`src/rtl/cpu_core_pkg.sv`:
```
// Shared core types for the writeback stage: load opcodes, load-queue entry layout
// and the default load-queue depth.
`ifndef XLEN
`define XLEN 32
`endif

package cpu_core_pkg;

    localparam int LQ_DEPTH_DEF = 2;

    typedef enum logic [2:0] {
        LB  = 3'b000,
        LH  = 3'b001,
        LW  = 3'b010,
        LBU = 3'b100,
        LHU = 3'b101
    } load_op_e;

    typedef struct packed {
        logic [4:0]        rd;
        logic [2:0]        funct3;
        logic [1:0]        byte_off;
        logic [`XLEN-1:0]  rdata;
    } lq_entry_t;

    function automatic logic is_legal_load(input logic [2:0] funct3);
        return funct3 inside {LB, LH, LW, LBU, LHU};
    endfunction

endpackage

```
`src/rtl/writeback_unit_if.sv`:
```
// Result-collection and register-file-write bundle between EXU/LSU, the
// writeback unit and its consumers.
`ifndef XLEN
`define XLEN 32
`endif

interface writeback_unit_if #(
    parameter int XLEN = `XLEN
);
    logic            exu_valid_i;
    logic            exu_ready_o;
    logic            exu_wen_i;
    logic [4:0]      exu_rd_i;
    logic [XLEN-1:0] exu_result_i;

    logic            lsu_valid_i;
    logic            lsu_ready_o;
    logic [4:0]      lsu_rd_i;
    logic [2:0]      lsu_funct3_i;
    logic [1:0]      lsu_byte_off_i;
    logic [XLEN-1:0] lsu_rdata_i;

    logic            wbu_w_enable_o;
    logic [4:0]      wbu_rd_addr_o;
    logic [XLEN-1:0] wbu_wdata_o;
    logic            wbu_stall_o;
    logic            load_err_o;
    logic [31:0]     retire_count_o;

    // Upstream/consumer side: drives results, observes handshake and writes.
    modport master (
        output exu_valid_i, exu_wen_i, exu_rd_i, exu_result_i,
        output lsu_valid_i, lsu_rd_i, lsu_funct3_i, lsu_byte_off_i, lsu_rdata_i,
        input  exu_ready_o, lsu_ready_o,
        input  wbu_w_enable_o, wbu_rd_addr_o, wbu_wdata_o, wbu_stall_o,
        input  load_err_o, retire_count_o
    );

    modport slave (
        input  exu_valid_i, exu_wen_i, exu_rd_i, exu_result_i,
        input  lsu_valid_i, lsu_rd_i, lsu_funct3_i, lsu_byte_off_i, lsu_rdata_i,
        output exu_ready_o, lsu_ready_o,
        output wbu_w_enable_o, wbu_rd_addr_o, wbu_wdata_o, wbu_stall_o,
        output load_err_o, retire_count_o
    );
endinterface

```
`src/rtl/writeback_unit_load_data_align.sv`:
```
// Extracts and sign/zero-extends the addressed byte or halfword of a raw load word
// and flags load opcodes that do not exist.
`ifndef XLEN
`define XLEN 32
`endif

module load_data_align
    import cpu_core_pkg::*;
#(
    parameter int XLEN = `XLEN
) (
    input  logic [2:0]      funct3,
    input  logic [1:0]      byte_off,
    input  logic [XLEN-1:0] rdata,
    output logic [XLEN-1:0] data,
    output logic            illegal
);
    logic [7:0]  sel_byte;
    logic [15:0] sel_half;

    // Halfword selection uses only off[1]; a misaligned off[0] is ignored.
    assign sel_byte = rdata[{byte_off, 3'b000} +: 8];
    assign sel_half = rdata[{byte_off[1], 4'b0000} +: 16];
    assign illegal  = !is_legal_load(funct3);

    always_comb begin
        data = '0;
        case (funct3)
            LB:      data = {{(XLEN-8){sel_byte[7]}}, sel_byte};
            LBU:     data = {{(XLEN-8){1'b0}}, sel_byte};
            LH:      data = {{(XLEN-16){sel_half[15]}}, sel_half};
            LHU:     data = {{(XLEN-16){1'b0}}, sel_half};
            LW:      data = rdata;
            default: data = '0;
        endcase
    end

endmodule

```
`src/rtl/writeback_unit.sv`:
```
// Final pipeline stage: queues returning loads, arbitrates loads over EXU results
// and issues one registered register-file write per cycle plus a retire count.
`ifndef XLEN
`define XLEN 32
`endif

module writeback_unit
    import cpu_core_pkg::*;
#(
    parameter int XLEN     = `XLEN,
    parameter int LQ_DEPTH = LQ_DEPTH_DEF
) (
    input logic             clock_i,
    input logic             reset_i,
    writeback_unit_if.slave bus
);
    localparam int          PW        = $clog2(LQ_DEPTH);
    localparam logic [PW:0] DEPTH_CNT = (PW+1)'(LQ_DEPTH);

    lq_entry_t        queue [LQ_DEPTH];
    lq_entry_t        head_entry;
    logic [PW-1:0]    head;
    logic [PW-1:0]    tail;
    logic [PW:0]      count;
    logic             full;
    logic             empty;
    logic             push;
    logic             pop;
    logic             exu_take;
    logic             commit;

    logic [XLEN-1:0]  load_data;
    logic             load_illegal;

    logic             w_enable;
    logic [4:0]       rd_addr;
    logic [XLEN-1:0]  wdata;
    logic             load_err;
    logic [31:0]      retire_count;
    logic             next_w_enable;
    logic [4:0]       next_rd_addr;
    logic [XLEN-1:0]  next_wdata;
    logic             next_load_err;

    // Queued loads always win; the EXU only gets the port when no load is waiting.
    assign full       = (count == DEPTH_CNT);
    assign empty      = (count == '0);
    assign push       = bus.lsu_valid_i && !full;
    assign pop        = !empty;
    assign exu_take   = empty && bus.exu_valid_i;
    assign commit     = pop || exu_take;
    assign head_entry = queue[head];

    load_data_align #(
        .XLEN (XLEN)
    ) u_align (
        .funct3   (head_entry.funct3),
        .byte_off (head_entry.byte_off),
        .rdata    (head_entry.rdata),
        .data     (load_data),
        .illegal  (load_illegal)
    );

    always_ff @(posedge clock_i) begin
        if (push) begin
            queue[tail] <= '{rd:       bus.lsu_rd_i,
                             funct3:   bus.lsu_funct3_i,
                             byte_off: bus.lsu_byte_off_i,
                             rdata:    bus.lsu_rdata_i};
        end
    end

    always_ff @(posedge clock_i or posedge reset_i) begin
        if (reset_i) begin
            head  <= '0;
            tail  <= '0;
            count <= '0;
        end else begin
            if (push) tail <= tail + PW'(1);
            if (pop)  head <= head + PW'(1);
            case ({push, pop})
                2'b10:   count <= count + (PW+1)'(1);
                2'b01:   count <= count - (PW+1)'(1);
                default: count <= count;
            endcase
        end
    end

    // Address and data latch on every commit, even when the enable ends up low.
    always_comb begin
        next_w_enable = 1'b0;
        next_rd_addr  = rd_addr;
        next_wdata    = wdata;
        next_load_err = 1'b0;
        if (pop) begin
            next_rd_addr  = head_entry.rd;
            next_wdata    = load_illegal ? '0 : load_data;
            next_w_enable = !load_illegal && (head_entry.rd != 5'd0);
            next_load_err = load_illegal;
        end else if (exu_take) begin
            next_rd_addr  = bus.exu_rd_i;
            next_wdata    = bus.exu_result_i;
            next_w_enable = bus.exu_wen_i && (bus.exu_rd_i != 5'd0);
        end
    end

    always_ff @(posedge clock_i or posedge reset_i) begin
        if (reset_i) begin
            w_enable     <= 1'b0;
            rd_addr      <= '0;
            wdata        <= '0;
            load_err     <= 1'b0;
            retire_count <= '0;
        end else begin
            w_enable <= next_w_enable;
            rd_addr  <= next_rd_addr;
            wdata    <= next_wdata;
            load_err <= next_load_err;
            if (commit) retire_count <= retire_count + 32'd1;
        end
    end

    assign bus.exu_ready_o    = empty;
    assign bus.lsu_ready_o    = !full;
    assign bus.wbu_stall_o    = full;
    assign bus.wbu_w_enable_o = w_enable;
    assign bus.wbu_rd_addr_o  = rd_addr;
    assign bus.wbu_wdata_o    = wdata;
    assign bus.load_err_o     = load_err;
    assign bus.retire_count_o = retire_count;

endmodule

```
`src/flat_wrapper.sv`:
```
// flat-port wrapper written by rule: the top's interface ports become plain ports
module writeback_unit_flat import cpu_core_pkg::*;
#(
    parameter int XLEN     = `XLEN,
    parameter int LQ_DEPTH = LQ_DEPTH_DEF
)
  (clock_i, reset_i, bus_exu_valid_i, bus_exu_wen_i, bus_exu_rd_i, bus_exu_result_i, bus_lsu_valid_i, bus_lsu_rd_i, bus_lsu_funct3_i, bus_lsu_byte_off_i, bus_lsu_rdata_i, bus_exu_ready_o, bus_lsu_ready_o, bus_wbu_w_enable_o, bus_wbu_rd_addr_o, bus_wbu_wdata_o, bus_wbu_stall_o, bus_load_err_o, bus_retire_count_o);
  writeback_unit_if #(.XLEN(XLEN)) bus_i ();
  input logic clock_i;
  input logic reset_i;
  input wire logic [$bits(bus_i.exu_valid_i)-1:0] bus_exu_valid_i;
  input wire logic [$bits(bus_i.exu_wen_i)-1:0] bus_exu_wen_i;
  input wire logic [$bits(bus_i.exu_rd_i)-1:0] bus_exu_rd_i;
  input wire logic [$bits(bus_i.exu_result_i)-1:0] bus_exu_result_i;
  input wire logic [$bits(bus_i.lsu_valid_i)-1:0] bus_lsu_valid_i;
  input wire logic [$bits(bus_i.lsu_rd_i)-1:0] bus_lsu_rd_i;
  input wire logic [$bits(bus_i.lsu_funct3_i)-1:0] bus_lsu_funct3_i;
  input wire logic [$bits(bus_i.lsu_byte_off_i)-1:0] bus_lsu_byte_off_i;
  input wire logic [$bits(bus_i.lsu_rdata_i)-1:0] bus_lsu_rdata_i;
  output wire logic [$bits(bus_i.exu_ready_o)-1:0] bus_exu_ready_o;
  output wire logic [$bits(bus_i.lsu_ready_o)-1:0] bus_lsu_ready_o;
  output wire logic [$bits(bus_i.wbu_w_enable_o)-1:0] bus_wbu_w_enable_o;
  output wire logic [$bits(bus_i.wbu_rd_addr_o)-1:0] bus_wbu_rd_addr_o;
  output wire logic [$bits(bus_i.wbu_wdata_o)-1:0] bus_wbu_wdata_o;
  output wire logic [$bits(bus_i.wbu_stall_o)-1:0] bus_wbu_stall_o;
  output wire logic [$bits(bus_i.load_err_o)-1:0] bus_load_err_o;
  output wire logic [$bits(bus_i.retire_count_o)-1:0] bus_retire_count_o;
  assign bus_i.exu_valid_i = bus_exu_valid_i;
  assign bus_i.exu_wen_i = bus_exu_wen_i;
  assign bus_i.exu_rd_i = bus_exu_rd_i;
  assign bus_i.exu_result_i = bus_exu_result_i;
  assign bus_i.lsu_valid_i = bus_lsu_valid_i;
  assign bus_i.lsu_rd_i = bus_lsu_rd_i;
  assign bus_i.lsu_funct3_i = bus_lsu_funct3_i;
  assign bus_i.lsu_byte_off_i = bus_lsu_byte_off_i;
  assign bus_i.lsu_rdata_i = bus_lsu_rdata_i;
  assign bus_exu_ready_o = bus_i.exu_ready_o;
  assign bus_lsu_ready_o = bus_i.lsu_ready_o;
  assign bus_wbu_w_enable_o = bus_i.wbu_w_enable_o;
  assign bus_wbu_rd_addr_o = bus_i.wbu_rd_addr_o;
  assign bus_wbu_wdata_o = bus_i.wbu_wdata_o;
  assign bus_wbu_stall_o = bus_i.wbu_stall_o;
  assign bus_load_err_o = bus_i.load_err_o;
  assign bus_retire_count_o = bus_i.retire_count_o;
  writeback_unit #(.XLEN(XLEN), .LQ_DEPTH(LQ_DEPTH)) u_core (.clock_i(clock_i), .reset_i(reset_i), .bus(bus_i));
endmodule
```
`config.mk`:
```
export PLATFORM = sky130hd
export DESIGN_NAME = writeback_unit_flat
export DESIGN_NICKNAME = d
export VERILOG_FILES = /design/src/rtl/cpu_core_pkg.sv /design/src/rtl/writeback_unit_if.sv /design/src/rtl/writeback_unit_load_data_align.sv /design/src/rtl/writeback_unit.sv /design/src/flat_wrapper.sv
export SDC_FILE = /design/constraint.sdc
export NUM_CORES = 1
export LEC_CHECK = 0
export ABC_AREA = 1
export CAP_MARGIN = 40
export CORE_ASPECT_RATIO = 2
export CORE_MARGIN = 3
export CORE_UTILIZATION = 45
export CTS_BUF_LIST = sky130_fd_sc_hd__clkbuf_2 sky130_fd_sc_hd__clkbuf_4 sky130_fd_sc_hd__clkbuf_8
export DETAILED_ROUTE_END_ITERATION = 16
export PLACE_DENSITY = 0.71
export REMOVE_ABC_BUFFERS = 1
export SYNTH_ARGS = -nofsm -noshare
export SYNTH_HDL_FRONTEND = slang
export SYNTH_SLANG_ARGS = --single-unit
```
`constraint.sdc`:
```
create_clock -name clock_i -period 6.2 [get_ports clock_i]
set_input_delay 1.24 -clock clock_i [delete_from_list [all_inputs] [get_ports clock_i]]
set_output_delay 1.24 -clock clock_i [all_outputs]
set_load 0.01 [all_outputs]
```
==> impl_metrics.tcl, run 1 <==
set metrics [dict create \
    hold_buffers 0 \
    p_seq_share_pct 36.1 \
    sw_frac_of_total_pct 41.4 \
    syn-cell-area_um2 8030 \
    r2r_start "u_core.count[0]" \
    die_h_um 195 \
    preCtsSetupSlack_ns 2.47 \
    io_pins 158 \
    wl_mm 20.5 \
    layout_setup_ws_ns 2.92 \
    die_w_um 100 \
    synthDistinctLibCells 37 \
    tns_ns 0 \
    leakage_nw 4.72 \
    drt_iter0_drc 300 \
    grt_max_degree 47 \
    clockPowerShare_pct 16.9 \
    drive_gt1_share_pct 9.89 \
    status "complete, no violations" \
    via_count 6496 \
    layout_common_cells "nand2_1 (302), clkdlybuf4s50_1 (157), nor2_1 (129), inv_1 (116), edfxtp_1 (84)" \
    clock.fmax_mhz 305 \
    start_kind "input pin" \
    comb_power_share_pct 47.0 \
    cp_data_arrival_time_ns 3.63 \
    period_share_pct 52.9 \
    drv_slew 0 \
    grt_pass1_wl_mm 32.5 \
    crit_path_max_incr_delay_ns 0.57 \
    vias_per_cell 4.91 \
    switching_power_mw 1.82 \
    holdCritPathClass "reg2reg" \
    clk_pin_slew_worst_paths_ns 0.09 \
    clock_sinks 159 \
    die_area_um2 19600 \
    layout_commonest_cell "nand2_1" \
    rr_worst_depth 8 \
    antenna_found_initial 0 \
    fin_crit_ns 3.28 \
    min_to "u_core.bus.retire_count_o[31]" \
    critPathMaxFanout 28 \
    hold_viol 0 \
    fin_nets 1185 \
    wl_per_cell_um 15.5 \
    port_buffers 157 \
    cts_setup_buffers 0 \
    critPathSlowestCell "clkdlybuf4s50_1" \
    synth_seq_cells 159 \
    syn2layout_area_growth_pct 27.5 \
    start_util_pct 46.3 \
    async_flop_share_pct 47.2 \
    slew-limit-headroom_pct 57.0 \
    critPathMostFrequentCell "nand2_1" \
    cap_violations 0 \
    cts_tree "built" \
    synth_edf_count 84 \
    synth_warnings 0 \
    worstHoldStart "u_core.bus.retire_count_o[31]" \
    power_density_nw_per_um2 430 \
    timing.rr.end "u_core.count[1]" \
    crit_type "in2reg" \
    stdcell_area_um2 10200 \
    dp_hpwl_mm 15.5 \
    cp-end-kind "flip-flop" \
    postSynthCellCount 945 \
    antenna_left 0 \
    seq_area_frac_synth_pct 54.8 \
    antenna_cells 0 \
    cts_max_level 4 \
    drc_errors 0 \
    intPower_mw 2.58 \
    cp_cell_sequence "clkdlybuf4s50_1, inv_1, buf_16, nand2_2, buf_16, nand3_2, nor2_2, nand2_1, nor2_2, nand3_1, nand2_1, nand2_1" \
    root_buffer "clkbuf_8" \
    place.gp.congestion 0.917 \
    clock_skew_ns 0.0177 \
    setup_viol 0 \
    firstDrtPassIters 5 \
    hold_ws_ns 0.493 \
    hold_depth 1 \
    clk_latency_ns 0.46 \
    fp.coreArea_um2 17400 \
    grt_setup_unrepaired "false" \
    critPathRequiredTime_ns 6.55 \
    cts_buffer_depth 2 \
    track_usage_pct 21.4 \
    worst_slew_pin_slew_ns 0.642 \
    synthFlopType "edfxtp_1" \
    std_cell_rows 68 \
    syn_avg_cell_area_um2 8.50 \
    overflow 0 \
    irDropWorstVdd_mv 0.223 \
    cts_resized 0 \
    total_power_mw 4.40 \
    cts-buffers-inserted 17 \
    reg2reg_slack_ns 3.60 \
    place_area_um2 9860 \
    grt_pass1_vias 6513 \
]
## worst max-delay path, delay by kind of cell
kind / cells / cell delay (ns)
buffers and inverters: 4 / 1.18
AND/OR/NAND/NOR: 8 / 1.17
## kinds of logic after synthesis
kind of cell / synth area share [%]
and+or+nand+nor: 27.5
DFF: 54.8
buffers and inverters: 8.18
AOI/OAI and AO/OA: 6.08
xor gates and xnor gates: 3.05
adders and majority gates: 0.312
muxes: 0.125
## sequential cells by signal, summed over array words and instances (netlist names), 2 cells and up
name                       flops
u_core.bus.retire_count_o     32
u_core.bus.wbu_wdata_o        32
u_core.queue                  84
u_core.count                   2
u_core.bus.wbu_rd_addr_o       5
## layout make-up
type	instances	area [um2]
clock buffers	17	234
clock inverters	15	149
fillers	1549	7120
inverters	119	448
multi-input cells	635	2990
flip-flops and latches	159	4400
well taps	210	263
repair buffers	167	1750
## synth_stat cells, drive strengths merged (2+ instances only)
cell type / number / share of area, %
ha: 2 / 0.31
inv: 118 / 5.5
a21oi: 36 / 3.2
nor3: 12 / 0.81
xnor2: 7 / 0.76
nor4: 3 / 0.23
buf: 22 / 2.2
nand3: 32 / 2.3
o21ai: 39 / 2.5
nand2: 326 / 16
nand4: 5 / 0.39
o211ai: 2 / 0.19
nor2: 145 / 7.3
edfxtp: 84 / 31
dfrtp: 75 / 23
clkbuf: 10 / 0.47
xor2: 21 / 2.3
## power groups by stage
stage	Clock (mW)	Sequential [mW]	Combinational, mW
6_report	0.745	1.59	2.07
5_1_grt	0.809	1.62	2.29
4_1_cts	0.768	1.59	2.09
3_5_place_dp	0	1.61	2.08
3_3_place_gp	0	1.60	1.98
2_1_floorplan	0	1.67	1.17
## per-layer routing
metal	vias up	routed length (um)	track usage (%)
met5	-	0	0
met4	0	715	9.75
met3	35	752	2.98
met2	190	11600	40.5
met1	3008	7410	22.5
li1	3263	-	-
## how the worst max path moves through the flow
| stage | cells after the start | end | startpoint | slack [ns] |
|---|---|---|---|---|
| 3_3_place_gp | 8 | u_core.bus.retire_count_o[6] | bus_exu_valid_i | 1.88 |
| 4_1_cts | 9 | u_core.bus.retire_count_o[26] | bus_exu_valid_i | 2.97 |
| 6_report | 12 | u_core.bus.retire_count_o[27] | bus_exu_valid_i | 2.92 |
| 5_1_grt | 12 | u_core.bus.retire_count_o[27] | bus_exu_valid_i | 2.75 |
| 3_5_place_dp | 12 | u_core.bus.retire_count_o[27] | bus_exu_valid_i | 2.47 |
| 2_1_floorplan | 2 | u_core.queue[1][0] | bus_lsu_valid_i | 2.63 |
## per-stage QoR
step	std cells	utilization, %
after floorplan	913	-
after global placement	1284	55.9
after detailed placement	1290	56.8
after CTS	1322	59.0
after global routing	1322	59.0
final	1322	59.0
No activity file was read; power rests on OpenSTA's default activity.
==> run 2: changes to the inputs <==
- clock period: 6.2 -> 3.1 ns (I/O delays scaled with it)
==> impl_metrics.tcl, run 2 (same netlist as run 1, synthesis figures left out) <==
set metrics [dict create \
    total_power_mw 8.89 \
    die_h_um 195 \
    std_cell_rows 68 \
    overflow 0 \
    cts_max_level 4 \
    cts_buffer_depth 2 \
    cp_cell_sequence "nor2_4, clkdlybuf4s50_1" \
    via_count 6617 \
    worst_slew_pin_slew_ns 0.751 \
    port_buffers 157 \
    drc_errors 0 \
    drv_slew 0 \
    start_kind "flip-flop" \
    place_area_um2 9800 \
    p_seq_share_pct 35.7 \
    rr_worst_depth 10 \
    dp_hpwl_mm 16.1 \
    grt_pass1_vias 6617 \
    instances_no_fill 1328 \
    slew-limit-headroom_pct 49.9 \
    power_density_nw_per_um2 869 \
    io_pins 158 \
    die_w_um 100 \
    place.gp.congestion 0.946 \
    antenna_left 0 \
    sw_frac_of_total_pct 40.6 \
    period_share_pct 80.6 \
    layout_commonest_cell "nand2_1" \
    preCtsSetupSlack_ns 0.544 \
    worstHoldStart "u_core.bus.retire_count_o[31]" \
    dp_cells 1295 \
    hold_buffers 0 \
    cp_num_cells 2 \
    fin_crit_ns 2.50 \
    r2r_start "u_core.head" \
    status "complete, no violations" \
    syn2layout_area_growth_pct 27.3 \
    clock_sinks 159 \
    die_area_um2 19600 \
    drive_gt1_share_pct 10.4 \
    layout_common_cells "nand2_1 (302), clkdlybuf4s50_1 (157), nor2_1 (129), inv_1 (116), edfxtp_1 (84)" \
    fillers 1547 \
    final_util_pct 58.9 \
    grt_setup_unrepaired "false" \
    switching_power_mw 3.60 \
    critPathSlowestCell "clkdlybuf4s50_1" \
    setup_viol 0 \
    cp-end-kind "primary output" \
    root_buffer "clkbuf_8" \
    critPathBufInv 1 \
    stdcell_area_um2 10200 \
    wl_per_cell_um 16.0 \
    crit_start "u_core.count[0]" \
    cts_tree "built" \
    reg2reg_slack_ns 0.86 \
    tns_ns 0 \
    cap_violations 0 \
    clk_pin_slew_worst_paths_ns 0.09 \
    leakage_nw 4.72 \
    cts_resized 0 \
    intPower_mw 5.28 \
    holdCritPathClass "reg2reg" \
    hold_ws_ns 0.491 \
    regMostFlops "u_core.queue" \
    timing.rr.end "u_core.bus.wbu_wdata_o[25]" \
    fin_nets 1190 \
    start_util_pct 46.3 \
    layout_setup_ws_ns 0.602 \
    vias_per_cell 4.98 \
    largest_register_ffs 84 \
    grt_pass1_wl_mm 33.8 \
    fp.coreArea_um2 17400 \
    clockPowerShare_pct 18.3 \
    critPathMaxFanout 13 \
    comb_power_share_pct 46.0 \
    crit_path_max_incr_delay_ns 0.62 \
    hold_depth 1 \
    hold_viol 0 \
    clk_latency_ns 0.46 \
    cts_setup_buffers 0 \
    track_usage_pct 22.3 \
    grt_max_degree 47 \
    crit_type "reg2out" \
    antenna_found_initial 1 \
    irDropWorstVdd_mv 0.543 \
    wl_mm 21.2 \
    firstDrtPassIters 5 \
    cts-buffers-inserted 17 \
    clock.fmax_mhz 400 \
    drt_iter0_drc 352 \
    clock_skew_ns 0.0167 \
    critPathRequiredTime_ns 2.48 \
    worstSetupEndpoint "bus_exu_ready_o" \
    cp_data_arrival_time_ns 1.88 \
    cp_top_family "buffers and inverters" \
]
==> run 2: final cells by class <==
type / instances / area, um2 / share of cell area, %
inverters: 119 / 448 / 4.38
clock buffers: 19 / 262 / 2.56
repair buffers: 172 / 1700 / 16.6
clock inverters: 13 / 160 / 1.57
flip-flops and latches: 159 / 4400 / 43.0
well taps: 210 / 263 / 2.57
diodes: 1 / 2.50 / 0.0245
multi-input cells: 635 / 2990 / 29.3
==> run 2: worst register-to-register path: stages, from the launching register on <==
cell	delay, ns
dfrtp_1	0.37
buf_4	0.45
nand2_1	0.15
nand2_2	0.30
nand2_1	0.12
nand3_1	0.11
nand2_2	0.08
nand2_4	0.26
nand2_1	0.11
nand2_1	0.12
a21oi_2	0.06
==> run 2: metal layers <==
metal,vias to the layer above,global-route usage (%),wire (um)
met5,-,0,0
met1,3095,23.8,7520
met2,201,41.8,11900
li1,3270,-,-
met3,51,3.16,887
met4,0,10.6,854
==> run 2: how the worst min path moves through the flow <==
stage / end / slack [ns]
2_1_floorplan: u_core.tail / 0.48
6_report: u_core.bus.retire_count_o[31] / 0.49
4_1_cts: u_core.bus.retire_count_o[31] / 0.50
3_5_place_dp: u_core.bus.retire_count_o[31] / 0.48
5_1_grt: u_core.bus.retire_count_o[31] / 0.51
3_3_place_gp: u_core.bus.retire_count_o[31] / 0.48
==> run 2: power by group through the flow <==
stage / logic [mW] / clock network (mW) / registers (mW)
after CTS: 4.12 / 1.66 / 3.17
final: 4.09 / 1.62 / 3.17
after global placement: 4.05 / 0 / 3.20
after floorplan: 2.33 / 0 / 3.33
after detailed placement: 4.10 / 0 / 3.21
after global routing: 4.58 / 1.75 / 3.23
==> run 3: changes to the inputs <==
- clock period: 3.1 -> 2.4 ns (I/O delays scaled with it)
==> impl_metrics.tcl, run 3 (same netlist as run 1, synthesis figures left out) <==
set metrics [dict create \
    fillers 1598 \
    start_kind "flip-flop" \
    fin_crit_ns 2.36 \
    critPathRequiredTime_ns 1.92 \
    cts_buffer_depth 2 \
    preCtsSetupSlack_ns 0.221 \
    vias_per_cell 4.94 \
    drv_slew 0 \
    regMostFlops "u_core.queue" \
    final_util_pct 59.3 \
    antenna_found_initial 1 \
    largest_register_ffs 84 \
    cp-end-kind "primary output" \
    layout_common_cells "nand2_1 (302), clkdlybuf4s50_1 (157), nor2_1 (129), inv_1 (116), edfxtp_1 (84)" \
    root_buffer "clkbuf_8" \
    port_buffers 157 \
    clk_pin_slew_worst_paths_ns 0.09 \
    die_h_um 195 \
    power_density_nw_per_um2 1120 \
    grt_max_degree 36 \
    io_pins 158 \
    clk_latency_ns 0.46 \
    wl_per_cell_um 16.0 \
    total_power_mw 11.6 \
    layout_setup_ws_ns 0.0402 \
    place.gp.congestion 0.969 \
    via_count 6600 \
    crit_type "reg2out" \
    antenna_left 0 \
    critPathMaxFanout 5 \
    holdCritPathClass "in2async" \
    grt_pass1_wl_mm 34.0 \
    irDropWorstVdd_mv 0.676 \
    die_w_um 100 \
    drive_gt1_share_pct 10.9 \
    cts_max_level 4 \
    cap_violations 0 \
    dr_wl_met2_mm 11.8 \
    die_area_um2 19600 \
    drt_iter0_drc 339 \
    start_util_pct 46.3 \
    slew-limit-headroom_pct 58.0 \
    clock_skew_ns 0.0160 \
    worst_slew_pin_slew_ns 0.627 \
    drc_errors 0 \
    hold_buffers 0 \
    status "complete, no violations" \
    dp_hpwl_mm 16.3 \
    overflow 0 \
    fin_nets 1197 \
    cts-buffers-inserted 17 \
    clock_sinks 159 \
    period_share_pct 98.3 \
    cts_tree "built" \
    leakage_nw 4.77 \
    track_usage_pct 22.7 \
    firstDrtPassIters 5 \
    grt_pass1_vias 6660 \
    cp_data_arrival_time_ns 1.88 \
    layout_commonest_cell "nand2_1" \
    clock.fmax_mhz 424 \
    hold_viol 0 \
    syn2layout_area_growth_pct 28.2 \
    dr_wl_met3_um 914 \
    std_cell_rows 68 \
    highest_layer "met4" \
    setup_viol 0 \
    wl_met1_mm 7.38 \
    grt_setup_unrepaired "false" \
    wl_mm 21.3 \
    fp.coreArea_um2 17400 \
]
==> run 3: cell count changes in the layout (fill, tap and decap cells not counted), sizes merged <==
| cell | delta |
|---|---|
| buf | +7 |
| clkinv | +2 |
| clkinvlp | -2 |
==> run 3: final timing paths <==
check	from	endpoint	slack, ns	cells past startpoint
max	u_core.count[0]	bus_lsu_ready_o	0.04	3
max in group asynchronous	reset_i	u_core.bus.retire_count_o[6]	1.50	3
max reg2reg	u_core.head	u_core.bus.wbu_wdata_o[15]	0.29	9
min reg2reg	u_core.bus.retire_count_o[31]	u_core.bus.retire_count_o[31]	0.48	1
min in group clock_i	u_core.bus.retire_count_o[31]	u_core.bus.retire_count_o[31]	0.48	1
min	reset_i	u_core.bus.wbu_wdata_o[9]	0.26	2
==> run 3: cell type report <==
cell class	instances	area, um2	area share, %
Sequential cell	159	4400	42.7
Timing Repair Buffer	179	1770	17.2
Clock buffer	19	255	2.48
Tap cell	210	263	2.55
Clock inverter	13	161	1.57
Antenna cell	1	2.50	0.0243
Multi-Input combinational cell	635	2990	29.1
Inverter	119	448	4.35
==> run 3: power by group <==
part	switching, mW	leakage, nW	total [mW]	internal (mW)
Combinational	3.26	2.84	5.39	2.13
Sequential	0.398	1.72	4.08	3.68
Clock	1.02	0.214	2.09	1.07
==> run 3: critical path, stage by stage, from the launching register on <==
cell and delay, ns:
dfrtp_1 0.46, nor2_1 0.27, inv_1 0.17, clkdlybuf4s50_1 0.52
==> run 3: per-stage QoR <==
step | hold WS (ns) | setup TNS, ns | cell area (um2) | instances
2_1_floorplan | 0.485 | -63.13 | 7820 | 913
3_3_place_gp | 0.475 | 0 | 9860 | 1300
3_5_place_dp | 0.469 | 0 | 9860 | 1300
4_1_cts | 0.242 | 0 | 10300 | 1332
5_1_grt | 0.255 | 0 | 10300 | 1335
6_report | 0.260 | 0 | 10300 | 1335
==> run 3: repair_timing <==
item	4_1_cts	5_1_grt
resized for setup	0	0
hold endpoints to repair	0	0
setup buffers	0	2
endpoints found under the setup margin	0	1
==> run 3: metal layers <==
layer	global-route usage (%)	vias to the layer above
li1	-	3287
met1	23.5	3019
met2	41.6	228
met3	3.38	66
met4	13.7	0
met5	0	-
